==> src/rtl/bus_responder.sv <==
// rtl/bus_responder.sv - 68030 bus cycle terminator: strobe decode, wait states, DSACK/BERR
// Selected cycles end in DSACK after WAIT_STATES data-strobe clocks; unclaimed cycles end in BERR.
module bus_responder #(
  parameter int WAIT_STATES = 2,
  parameter int PORT_WIDTH  = 16,
  parameter int TIMEOUT     = 64
) (
  input  logic       i_CLK,
  input  logic       i_RESET,
  input  logic       i_AS_n,
  input  logic       i_UDS_n,
  input  logic       i_LDS_n,
  input  logic       i_RW,
  input  logic       i_SEL,
  output logic [1:0] o_DSACK_n,
  output logic       o_BERR_n,
  output logic       o_OE_n,
  output logic       o_WEU_n,
  output logic       o_WEL_n
);

  typedef enum logic [2:0] {
    ST_IDLE,
    ST_WAIT,
    ST_ACK,
    ST_TOUT,
    ST_BERR
  } state_t;

  localparam logic [1:0] ACK_CODE   = (PORT_WIDTH == 32) ? 2'b00 :
                                      (PORT_WIDTH == 8)  ? 2'b10 : 2'b01;
  localparam logic [7:0] WAIT_LOAD  = 8'(WAIT_STATES);
  localparam logic [7:0] TOUT_LIMIT = 8'(TIMEOUT);

  state_t     state_q, state_d;
  logic [7:0] cnt_q, cnt_d;
  logic [1:0] dsack_n_q, dsack_n_d;
  logic       berr_n_q, berr_n_d;
  logic       oe_n_q, oe_n_d;
  logic       weu_n_q, weu_n_d;
  logic       wel_n_q, wel_n_d;
  logic       ds_low;

  assign ds_low = !i_UDS_n || !i_LDS_n;

  always_comb begin
    state_d   = state_q;
    cnt_d     = cnt_q;
    dsack_n_d = dsack_n_q;
    berr_n_d  = berr_n_q;
    oe_n_d    = oe_n_q;
    weu_n_d   = weu_n_q;
    wel_n_d   = wel_n_q;
    case (state_q)
      ST_IDLE: begin
        dsack_n_d = 2'b11;
        berr_n_d  = 1'b1;
        oe_n_d    = 1'b1;
        weu_n_d   = 1'b1;
        wel_n_d   = 1'b1;
        if (!i_AS_n) begin
          if (i_SEL) begin
            state_d = ST_WAIT;
            cnt_d   = WAIT_LOAD;
          end else begin
            state_d = ST_TOUT;
            cnt_d   = 8'd1;
          end
        end
      end
      ST_WAIT: begin
        if (i_AS_n) begin
          // Abort: the CPU dropped AS before we acknowledged.
          state_d = ST_IDLE;
          oe_n_d  = 1'b1;
          weu_n_d = 1'b1;
          wel_n_d = 1'b1;
        end else begin
          oe_n_d  = !i_RW;
          weu_n_d = i_RW || i_UDS_n;
          wel_n_d = i_RW || i_LDS_n;
          // Wait states count from the data strobe so late write strobes still get full access time.
          if (ds_low) begin
            if (cnt_q == 8'd0) begin
              state_d   = ST_ACK;
              dsack_n_d = ACK_CODE;
            end else begin
              cnt_d = cnt_q - 8'd1;
            end
          end
        end
      end
      ST_ACK: begin
        if (i_AS_n) begin
          state_d   = ST_IDLE;
          dsack_n_d = 2'b11;
          oe_n_d    = 1'b1;
          weu_n_d   = 1'b1;
          wel_n_d   = 1'b1;
        end
      end
      ST_TOUT: begin
        if (i_AS_n) begin
          state_d = ST_IDLE;
        end else if (cnt_q == TOUT_LIMIT) begin
          state_d  = ST_BERR;
          berr_n_d = 1'b0;
        end else begin
          cnt_d = cnt_q + 8'd1;
        end
      end
      ST_BERR: begin
        if (i_AS_n) begin
          state_d  = ST_IDLE;
          berr_n_d = 1'b1;
        end
      end
      default: begin
        state_d = ST_IDLE;
      end
    endcase
  end

  always_ff @(posedge i_CLK) begin
    if (i_RESET) begin
      state_q   <= ST_IDLE;
      cnt_q     <= 8'd0;
      dsack_n_q <= 2'b11;
      berr_n_q  <= 1'b1;
      oe_n_q    <= 1'b1;
      weu_n_q   <= 1'b1;
      wel_n_q   <= 1'b1;
    end else begin
      state_q   <= state_d;
      cnt_q     <= cnt_d;
      dsack_n_q <= dsack_n_d;
      berr_n_q  <= berr_n_d;
      oe_n_q    <= oe_n_d;
      weu_n_q   <= weu_n_d;
      wel_n_q   <= wel_n_d;
    end
  end

  assign o_DSACK_n = dsack_n_q;
  assign o_BERR_n  = berr_n_q;
  assign o_OE_n    = oe_n_q;
  assign o_WEU_n   = weu_n_q;
  assign o_WEL_n   = wel_n_q;

endmodule

==> config.mk <==
export PLATFORM = sky130hd
export DESIGN_NAME = bus_responder
export DESIGN_NICKNAME = d
export VERILOG_FILES = /design/src/rtl/bus_responder.sv
export SDC_FILE = /design/constraint.sdc
export NUM_CORES = 1
export LEC_CHECK = 0
export ABC_AREA = 1
export BUFFER_PORTS_ARGS = -buffer_cell sky130_fd_sc_hd__buf_2
export CAP_MARGIN = 20
export CORE_ASPECT_RATIO = 0.8
export CORE_MARGIN = 2
export CORE_UTILIZATION = 57
export CTS_CLUSTER_SIZE = 10
export DETAILED_ROUTE_END_ITERATION = 8
export PLACE_DENSITY = 0.78
export SLEW_MARGIN = 20
export SYNTH_ARGS = -nofsm -noshare
export SYNTH_HDL_FRONTEND = slang
export SYNTH_SLANG_ARGS = --single-unit
==> constraint.sdc <==
create_clock -name i_CLK -period 3.1 [get_ports i_CLK]
set_clock_uncertainty 0.1 [all_clocks]
set_input_delay 0.465 -clock i_CLK [delete_from_list [all_inputs] [get_ports i_CLK]]
set_output_delay 0.465 -clock i_CLK [all_outputs]
set_load 0.05 [all_outputs]
Yosys cells after proc, flatten, opt, wreduce, memory -nomap -nowiden
Cells that the tools add are included.
Operators by class
  add/subtract/negate cells: 2
  equality and inequality tests: 19
  multiplexer cells: 32
  reductions and logical operators: 17
Operator list (count)
  $mux 8: 6
  $pmux 8 s3: 1
  $mux 3: 7
  $ne 2x2->1 const B: 10
  $mux 2: 6
  $pmux 1 s3: 4
  $pmux 3 s4: 1
  $reduce_and 5->1: 2
  $ne 3x3->1 const B: 3
  $reduce_bool 3->1: 3
  $add 8x1->8 const B: 1
  $eq 8x7->1 const B: 1
  $logic_not 8->1: 1
  $sub 8x1->8 const B: 1
  $reduce_and 7->1: 1
  $eq 3x2->1 const B: 2
  $mux 1: 6
  $pmux 2 s3: 1
  $reduce_and 4->1: 1
  $eq 3x1->1 const B: 1
  $eq 3x3->1 const B: 1
  $logic_not 1->1: 3
  $logic_not 3->1: 1
  $logic_or 1x1->1: 3
  3 further kinds: 3
Word-level totals
  register bits after elaboration: 17

Depth between registers and ports, before layout
Gate-level depths: netlist (run 1).
  word-level depth: 5
  depth in mapped cells: 13
  gate-level depth less buffers: 13

Worst setup path after synthesis (run 1)
No wires, ideal clock.
  kind: flip-flop to flip-flop
  start: register state_q[0]
  end: register cnt_q[4]
  setup time: 0.113 ns
  arrival time: 1.773 ns
  path slack: 1.114 ns
  cell stages (with the launch flop): 11
  path buffers: 0
  period minus slack after synthesis: 1.986 ns
  cells stage by stage: dfxtp_1 -> inv_2 -> nor2_4 -> nand2_2 -> ha_1 -> or2_2 -> and2_1 -> nor2_1 -> nor2_1 -> o21ai_1 -> nor2_1
Between the ends
  longest elaborated chain between the ends: 3
Ends and longest elaborated chain
  start, declared: line 35  | state_t state_q, state_d;
  start signal, assigned: line 134  | state_q <= state_d;
  $eq 3x2->1 (tied with other cells): line 54  | case (state_q)
  $ne 2x2->1 (no source line) or $reduce_bool 3->1 (tied branches)
  $reduce_and 7->1 (no source line)
  end signal, assigned: line 135  | cnt_q <= cnt_d;
  end, declared: line 36  | logic [7:0] cnt_q, cnt_d;
Parallel ways exist; a longest one is shown, timed or not.
A chain may end at the register's enable or synchronous reset.

Worst setup path in the final report (run 1)
Same ends and word-level chain as after synthesis.

==> results of run 1 <==
## power breakdown
| part | switching [mW] | internal, mW |
|---|---|---|
| clock network | 0.0636 | 0.0452 |
| logic | 0.589 | 0.331 |
| registers | 0.0753 | 0.269 |
## cell type report
| cell class | instances | area [um2] | area share |
|---|---|---|---|
| Tap cell | 25 | 31.28 | 0.02363 |
| Sequential cell | 16 | 320.3 | 0.2420 |
| Multi-Input combinational cell | 149 | 778.2 | 0.5879 |
| Timing Repair Buffer | 11 | 55.05 | 0.04159 |
| Inverter | 31 | 116.4 | 0.08790 |
| Clock buffer | 3 | 22.52 | 0.01701 |
## flip-flops by register name (all words and copies together) (netlist names)
| signal | count |
|---|---|
| cnt_q | 8 |
| o_BERR_n | 1 |
| o_DSACK_n | 1 |
| o_OE_n | 1 |
| o_WEL_n | 1 |
| o_WEU_n | 1 |
| state_q | 3 |
## kinds of logic after synthesis
group | count (synthesis) | share of synthesized area
flip-flops | 16 | 0.2578
AND/OR/NAND/NOR | 117 | 0.4371
AO/OA/AOI/OAI | 24 | 0.1098
adder cells (fa/ha/maj) | 7 | 0.07653
other | 1 | 0.003018
buffers and inverters | 35 | 0.1158
## metrics by stage
step	util	hold WS (ns)	total power [mW]
after floorplan	-	0.3426	1.105
after global placement	0.6190	0.3242	1.226
after detailed placement	0.6190	0.3388	1.256
after CTS	0.6298	0.2906	1.373
after global routing	0.6298	0.2858	1.544
final	0.6298	0.2937	1.373
## routing by layer
layer / vias up / global-route usage
met5: - / 0
met4: 0 / 0.08095
met3: 4 / 0.05114
met2: 27 / 0.3976
met1: 538 / 0.2806
li1: 649 / -
## final timing paths
path | from | endpoint | cells after the start
max | state_q[0] | cnt_q[4] | 11
min | i_RESET | cnt_q[7] | 2
max reg2reg | state_q[0] | cnt_q[4] | 11
min reg2reg | o_BERR_n | o_BERR_n | 2
## placed cells by master, fill, tap and decap left out, types with 2 or more instances in the layout
master and n:
a21oi_1 8, and2_1 2, buf_2 11, clkbuf_4 3, dfxtp_1 16, ha_1 6, inv_1 25, inv_2 5
nand2_1 58, nand2_2 5, nand3_1 13, nand3b_1 2, nand4_1 3, nor2_1 24, nor2_2 3, nor2_4 3
o21ai_0 7, o21ai_1 4, o32ai_1 2, or2_2 2
==> key figures, run 1 <==
Logic synthesis
  • Post-Syn Instances: 200
  • Primary flip-flop cell chosen by synthesis mapping: dfxtp_1
  • Count of flip-flops with a built-in enable after synthesis: 0
  • Net Count, Synth: 214
  • Ranking of synthesized cells by area: dfxtp_1 (26%), nand2_1 (18%), inv_1 (7.6%)
  • Async set-reset flop share out of synthesis: 0
  • Count of cell types in the netlist: 30
  • Cell area after synthesis: 1242 um2
  • Part of the Yosys area used for sequential elements: 0.2578
  • Seq cells post-synth: 16
  • Number of warnings issued by yosys: 0
  • Area leader, netlist: dfxtp_1
  • Share of the synthesized area in the top cell type: 0.2578
  • Post-Synthesis Mean Instance Area: 6.212 um2
  • Most instantiated library cell after synthesis: nand2_1
  • Most used standard cells in the synthesized netlist: nand2_1 (58), inv_1 (25), nor2_1 (24)

GRT
  • First-pass GRT wire length: 4.505 mm
  • Vias in the first global route: 1101
  • Grt total ovfl: 0
  • Largest net degree at the start of global routing: 16
  • Overall fraction of global-route tracks in use: 0.2270
  • Initial antenna violation count: 0

Finish
  • Final standard cell area without fillers: 1324 um2
  • Number of antenna diodes: 0
  • Final #Nets: 226
  • Filler Cells Inserted: 210
  • Final Instance Count excl. Fillers: 235
  • Synthesis-to-layout area growth: 6.546%
  • Fraction of layout cells with a size suffix above 1: 0.1667

STA
  • Period minus WS final: 2.210 ns
  • Fin. max-slew vios: 0
  • Least setup slack across all paths after layout: 0.8904 ns
  • Achievable Freq: 0.4526 GHz
  • RSZ-0062 raised after global routing: false
  • Final setup violating endpoints: 0
  • Final hold viol count: 0
  • Final clock period utilization by the worst path: 0.7128
  • Setup TNS: 0 ns

Route
  • Metal-1 WL: 1.233 mm
  • Total length of routed wires: 2.615 mm
  • Vias per cell: 5.183
  • Drt pass-1 iters: 4
  • Length of routed met3 wiring: 126 um
  • Via count: 1218
  • Mean routed wirelength per cell: 11.13 um
  • Residual antenna-violating net count after detailed routing: 0
  • Highest layer used for signal routing: met4
  • Initial detailed-routing violation count: 33
  • Detailed-route DRC error count: 0
  • Length of routed met2 wiring: 1.222 mm

Floorplanning
  • Total core area: 2102 um2
  • Floorplan die width: 56.20 um
  • Die area: 2572 um2
  • Die Height: 45.76 um
  • Number of ports placed on the die boundary: 13
  • Row count: 15
  • Starting density of the core: 0.5911

Placed design
  • Cell area after placement: 1301 um2
  • Number of placed instances, taps included: 232
  • Final HPWL from detailed placement: 2.049 mm
  • DP Worst Slack: 0.9399 ns
  • Weighted congestion reported at the end of routability-driven placement: 0.9318
  • Port buffer count: 11

Worst setup path
  • Register-to-Register Setup Slack: 0.89 ns
  • Required time of the worst setup path: 3.23 ns
  • Cell class contributing the biggest share of worst-path delay: simple AND/OR/NAND/NOR gates
  • Crit path launch type: flop
  • Critical path capture point type: flop
  • Slowest CP cell: dfxtp_1
  • Type of the worst setup path: reg -> reg
  • Buffers and inverters on the worst path: 1
  • Cells along the critical path: inv_2, nor2_4, nand2_2, ha_1, or2_2, and2_1, nand2_1, nand2_1, nor2_1, o21ai_1, nor2_1
  • Crit Path Max Fanout: 11
  • Signal arrival time at the worst endpoint: 2.34 ns
  • Highest cell delay on the worst timing path: 0.43 ns

Clock tree
  • Maximum buffer depth of the clock tree: 2
  • Clock-pin slew reported for the worst setup and hold paths after clock tree synthesis: 0.09 ns
  • Number of clock sinks seen by CTS: 16
  • Buffer cell driving the clock tree root: clkbuf_4
  • Resize count post-CTS: 0
  • TritonCTS clock tree: done
  • H-tree lvl count: 1
  • Clock Latency Late Sink: 0.29 ns
  • Setup repair bufs after CTS: 0
  • Number of hold buffers added after cts: 0
  • CTS buffer count: 3

Status
  • Status: finished, final reports clean

Job
  • Number of max-capacitance violations reported: 0

Pwr
  • Leakage power: 0.6780 nW
  • Maximum resistive drop on vdd: 0.0006190 V
  • Power Dens Cells: 1037 nW/um2

Min path
  • Classification of the worst-slack hold path: in -> reg
Note: power is estimated with default switching activity, not from simulation.
==> inputs of run 2 (changes only) <==
Settings changed: ABC_AREA 1 to 0, CORE_UTILIZATION 57 to 56, PLACE_DENSITY 0.78 to 0.77.
Clock period 3.1 ns to 2.08 ns, I/O delays scaled along.
==> run 2 against run 1 <==
  * The flow now finishes with violations (negative setup slack)
  * Synthesized cell count shrank 35%
  * Sequential power about the same
  * First-iteration DRC count grew 61%
  * Die area down 12%
  * Highest routed layer unchanged
==> key figures, run 2 <==
STA
  • Final setup violating endpoints: 2 (was 0)
  • Final hold viol count: 0 (unchanged)
  • Fin. max-slew vios: 0 (unchanged)
  • Least setup slack across all paths after layout: -0.2594 ns (was 0.8904 ns)
  • Final clock period utilization by the worst path: 1.125 (was 0.7128)
  • Achievable Freq: 0.4275 GHz (was 0.4526 GHz)
  • Period minus WS final: 2.339 ns (was 2.210 ns)
  • Worst hold margin: 0.1511 ns (was 0.2937 ns)
  • RSZ-0062 raised after global routing: true (was false)
  • Setup TNS: -0.3200 ns (was 0 ns)

Worst setup path
  • Required time of the worst setup path: 2.19 ns (was 3.23 ns)
  • Signal arrival time at the worst endpoint: 2.45 ns (was 2.34 ns)
  • Cells along the critical path: nor2b_4, nand2_8, ha_4, a211oi_2, o211ai_1, and3_1, or4_4, a31oi_1 (was inv_2, nor2_4, nand2_2, ha_1, or2_2, and2_1, nand2_1, nand2_1, nor2_1, o21ai_1, nor2_1)
  • Slowest CP cell: or4_4 (was dfxtp_1)
  • Crit path launch type: flop (unchanged)
  • Worst Reg2Reg Path Length in Cells: 8 (was 11)
  • Worst r2r dst: cnt_q[7] (was cnt_q[4])
  • Crit Path Max Fanout: 7 (was 11)
  • Buffers and inverters on the worst path: 0 (was 1)
  • Highest cell delay on the worst timing path: 0.47 ns (was 0.43 ns)
  • Register-to-Register Setup Slack: -0.26 ns (was 0.89 ns)
  • R2r startpoint: state_q[0] (unchanged)
  • Type of the worst setup path: reg -> reg (unchanged)
  • Cell class contributing the biggest share of worst-path delay: simple AND/OR/NAND/NOR gates (unchanged)
  • Critical path capture point type: flop (unchanged)

Logic synthesis
  • Seq cells post-synth: 16 (unchanged)
  • Part of the Yosys area used for sequential elements: 0.3026 (was 0.2578)
  • Async set-reset flop share out of synthesis: 0 (unchanged)
  • Count of flip-flops with a built-in enable after synthesis: 0 (unchanged)
  • Net Count, Synth: 144 (was 214)
  • Share of the synthesized area in the top cell type: 0.3026 (was 0.2578)
  • Most used standard cells in the synthesized netlist: dfxtp_1 (16), a21oi_1 (14), nand2_1 (14) (was nand2_1 (58), inv_1 (25), nor2_1 (24))
  • Post-Syn Instances: 130 (was 200)
  • Primary flip-flop cell chosen by synthesis mapping: dfxtp_1 (unchanged)
  • Most instantiated library cell after synthesis: dfxtp_1 (was nand2_1)
  • Cell area after synthesis: 1059 um2 (was 1242 um2)
  • Post-Synthesis Mean Instance Area: 8.142 um2 (was 6.212 um2)
  • Area leader, netlist: dfxtp_1 (unchanged)
  • Count of cell types in the netlist: 44 (was 30)
  • Ranking of synthesized cells by area: dfxtp_1 (30%), ha_1 (7.1%), a21oi_1 (6.6%) (was dfxtp_1 (26%), nand2_1 (18%), inv_1 (7.6%))
  • Number of warnings issued by yosys: 0 (unchanged)

Pwr
  • Leakage power: 0.5846 nW (was 0.6780 nW)
  • Power Dens Cells: 607.9 nW/um2 (was 1037 nW/um2)
  • Maximum resistive drop on vdd: 0.0005348 V (was 0.0006190 V)
  • Design Power: 0.9052 mW (was 1.373 mW)

Placed design
  • Port buffer count: 11 (unchanged)
  • Cell area after placement: 1365 um2 (was 1301 um2)
  • Final HPWL from detailed placement: 2.299 mm (was 2.049 mm)
  • Weighted congestion reported at the end of routability-driven placement: 0.8348 (was 0.9318)

Route
  • Drt pass-1 iters: 4 (unchanged)
  • Total length of routed wires: 3.310 mm (was 2.615 mm)
  • Via count: 1145 (was 1218)
  • Detailed-route DRC error count: 0 (unchanged)
  • Vias per cell: 6.058 (was 5.183)
  • Initial detailed-routing violation count: 53 (was 33)
  • Mean routed wirelength per cell: 17.51 um (was 11.13 um)
  • Residual antenna-violating net count after detailed routing: 0 (unchanged)

Finish
  • Number of flip-flops under the largest register name: 8 (unchanged)
  • Filler Cells Inserted: 125 (was 210)
  • Synthesis-to-layout area growth: 40.66% (was 6.546%)
  • Number of antenna diodes: 0 (unchanged)
  • Most frequent cells in the layout: buf_4 (25), dfxtp_1 (14), nand2_1 (13) (was nand2_1 (58), inv_1 (25), nor2_1 (24))
  • Final standard cell area without fillers: 1489 um2 (was 1324 um2)
  • Fraction of layout cells with a size suffix above 1: 0.3818 (was 0.1667)
  • Largest reg by FF count: cnt_q (unchanged)
  • Leading cell type in the layout, fill and taps excluded: buf_4 (was nand2_1)
  • Largest registers ranked by flip-flop count: cnt_q x8, state_q x3 (unchanged)
  • Final #Nets: 181 (was 226)

Status
  • Status: complete, but fails checks (was finished, final reports clean)
  • Violated checks: negative setup slack

Floorplanning
  • Number of ports placed on the die boundary: 13 (unchanged)
  • Row count: 14 (was 15)
  • Total core area: 1839 um2 (was 2102 um2)
  • Die area: 2256 um2 (was 2572 um2)
  • Floorplan die width: 52.61 um (was 56.20 um)
  • Starting density of the core: 0.5755 (was 0.5911)
  • Die Height: 42.89 um (was 45.76 um)

Clock tree
  • TritonCTS clock tree: done (unchanged)
  • H-tree lvl count: 1 (unchanged)
  • Maximum buffer depth of the clock tree: 2 (unchanged)
  • CTS buffer count: 3 (unchanged)
  • Number of clock sinks seen by CTS: 16 (unchanged)
  • Clock Latency Late Sink: 0.29 ns (about the same)
  • Clock-pin slew reported for the worst setup and hold paths after clock tree synthesis: 0.10 ns (was 0.09 ns)
  • Buffer cell driving the clock tree root: clkbuf_4 (unchanged)

GRT
  • First-pass GRT wire length: 4.912 mm (was 4.505 mm)
  • Overall fraction of global-route tracks in use: 0.3039 (was 0.2270)
  • Largest net degree at the start of global routing: 18 (was 16)
  • Grt total ovfl: 0 (unchanged)
  • Initial antenna violation count: 0 (unchanged)
  • Vias in the first global route: 1051 (was 1101)

Min path
  • Worst hold path startpoint: i_AS_n (was i_RESET)
  • Endpoint of the worst hold-timing path: state_q[2] (was cnt_q[7])
  • Classification of the worst-slack hold path: in -> reg (unchanged)
  • Instance count along the most critical hold path: 2 (unchanged)

Job
  • Number of max-capacitance violations reported: 0 (unchanged)
[run 2: metrics by stage]
step | util | setup WS [ns] | cells
floorplan | - | -0.1810 | 130
global placement | 0.7422 | -0.1173 | 183
detailed placement | 0.7422 | -0.2928 | 183
CTS | 0.7769 | -0.2189 | 187
global route | 0.8095 | -0.3075 | 189
finish | 0.8095 | -0.2594 | 189
[run 2: cells by family after synthesis]
group	share of synthesized area
flops	0.3026
fa+ha+maj	0.08983
buf+inv	0.03901
simple gates	0.2861
other cells	0.003543
xor+xnor	0.04138
compound gates	0.2376
[run 2: cell type report]
type / count / area (um2) / share of cell area
Clock buffer: 3 / 22.52 / 0.01513
Inverter: 3 / 11.26 / 0.007563
Multi-Input combinational cell: 106 / 839.6 / 0.5639
Sequential cell: 16 / 322.8 / 0.2168
Tap cell: 24 / 30.03 / 0.02017
Timing Repair Buffer: 37 / 262.8 / 0.1765
[run 2: worst max path at each step]
stage / cells after the start / endpoint / slack, ns / startpoint
floorplan: 9 / cnt_q[7] / -0.18 / state_q[0]
global placement: 9 / cnt_q[7] / -0.12 / state_q[0]
detailed placement: 9 / cnt_q[7] / -0.29 / state_q[0]
CTS: 8 / cnt_q[7] / -0.22 / state_q[0]
global route: 8 / cnt_q[7] / -0.31 / state_q[0]
finish: 8 / cnt_q[7] / -0.26 / state_q[0]
[run 2: worst reg2reg max path, delay by kind of cell, from the launching register on]
family	cells	cell delay, ns
AO/OA/AOI/OAI	3	0.57
AND/OR/NAND/NOR	4	0.99
adder cells (fa/ha/maj)	1	0.24
flip-flops	1	0.35
[run 2: what timing repair did]
action	CTS	global route
pin swaps	8	6
endpoints found under the hold margin	0	0
hold buffers	0	0
setup buffers	2	2
setup endpoints to repair	3	9
resized for setup	4	11
[run 2: metal layers]
| layer | GRT usage | vias up | part of all wire |
|---|---|---|---|
| met1 | 0.3851 | 521 | 0.42 |
| met5 | 0 | - | 0 |
| met3 | 0.08451 | 17 | 0.063 |
| li1 | - | 552 | - |
| met2 | 0.5100 | 55 | 0.49 |
| met4 | 0.06667 | 0 | 0.026 |
[run 2: power by group]
part           switching (mW)  leakage, nW  total [mW]  internal (mW)
clock network           0.102       0.0138       0.169         0.0675
logic                   0.205        0.440       0.394          0.189
registers              0.0193        0.131       0.342          0.322
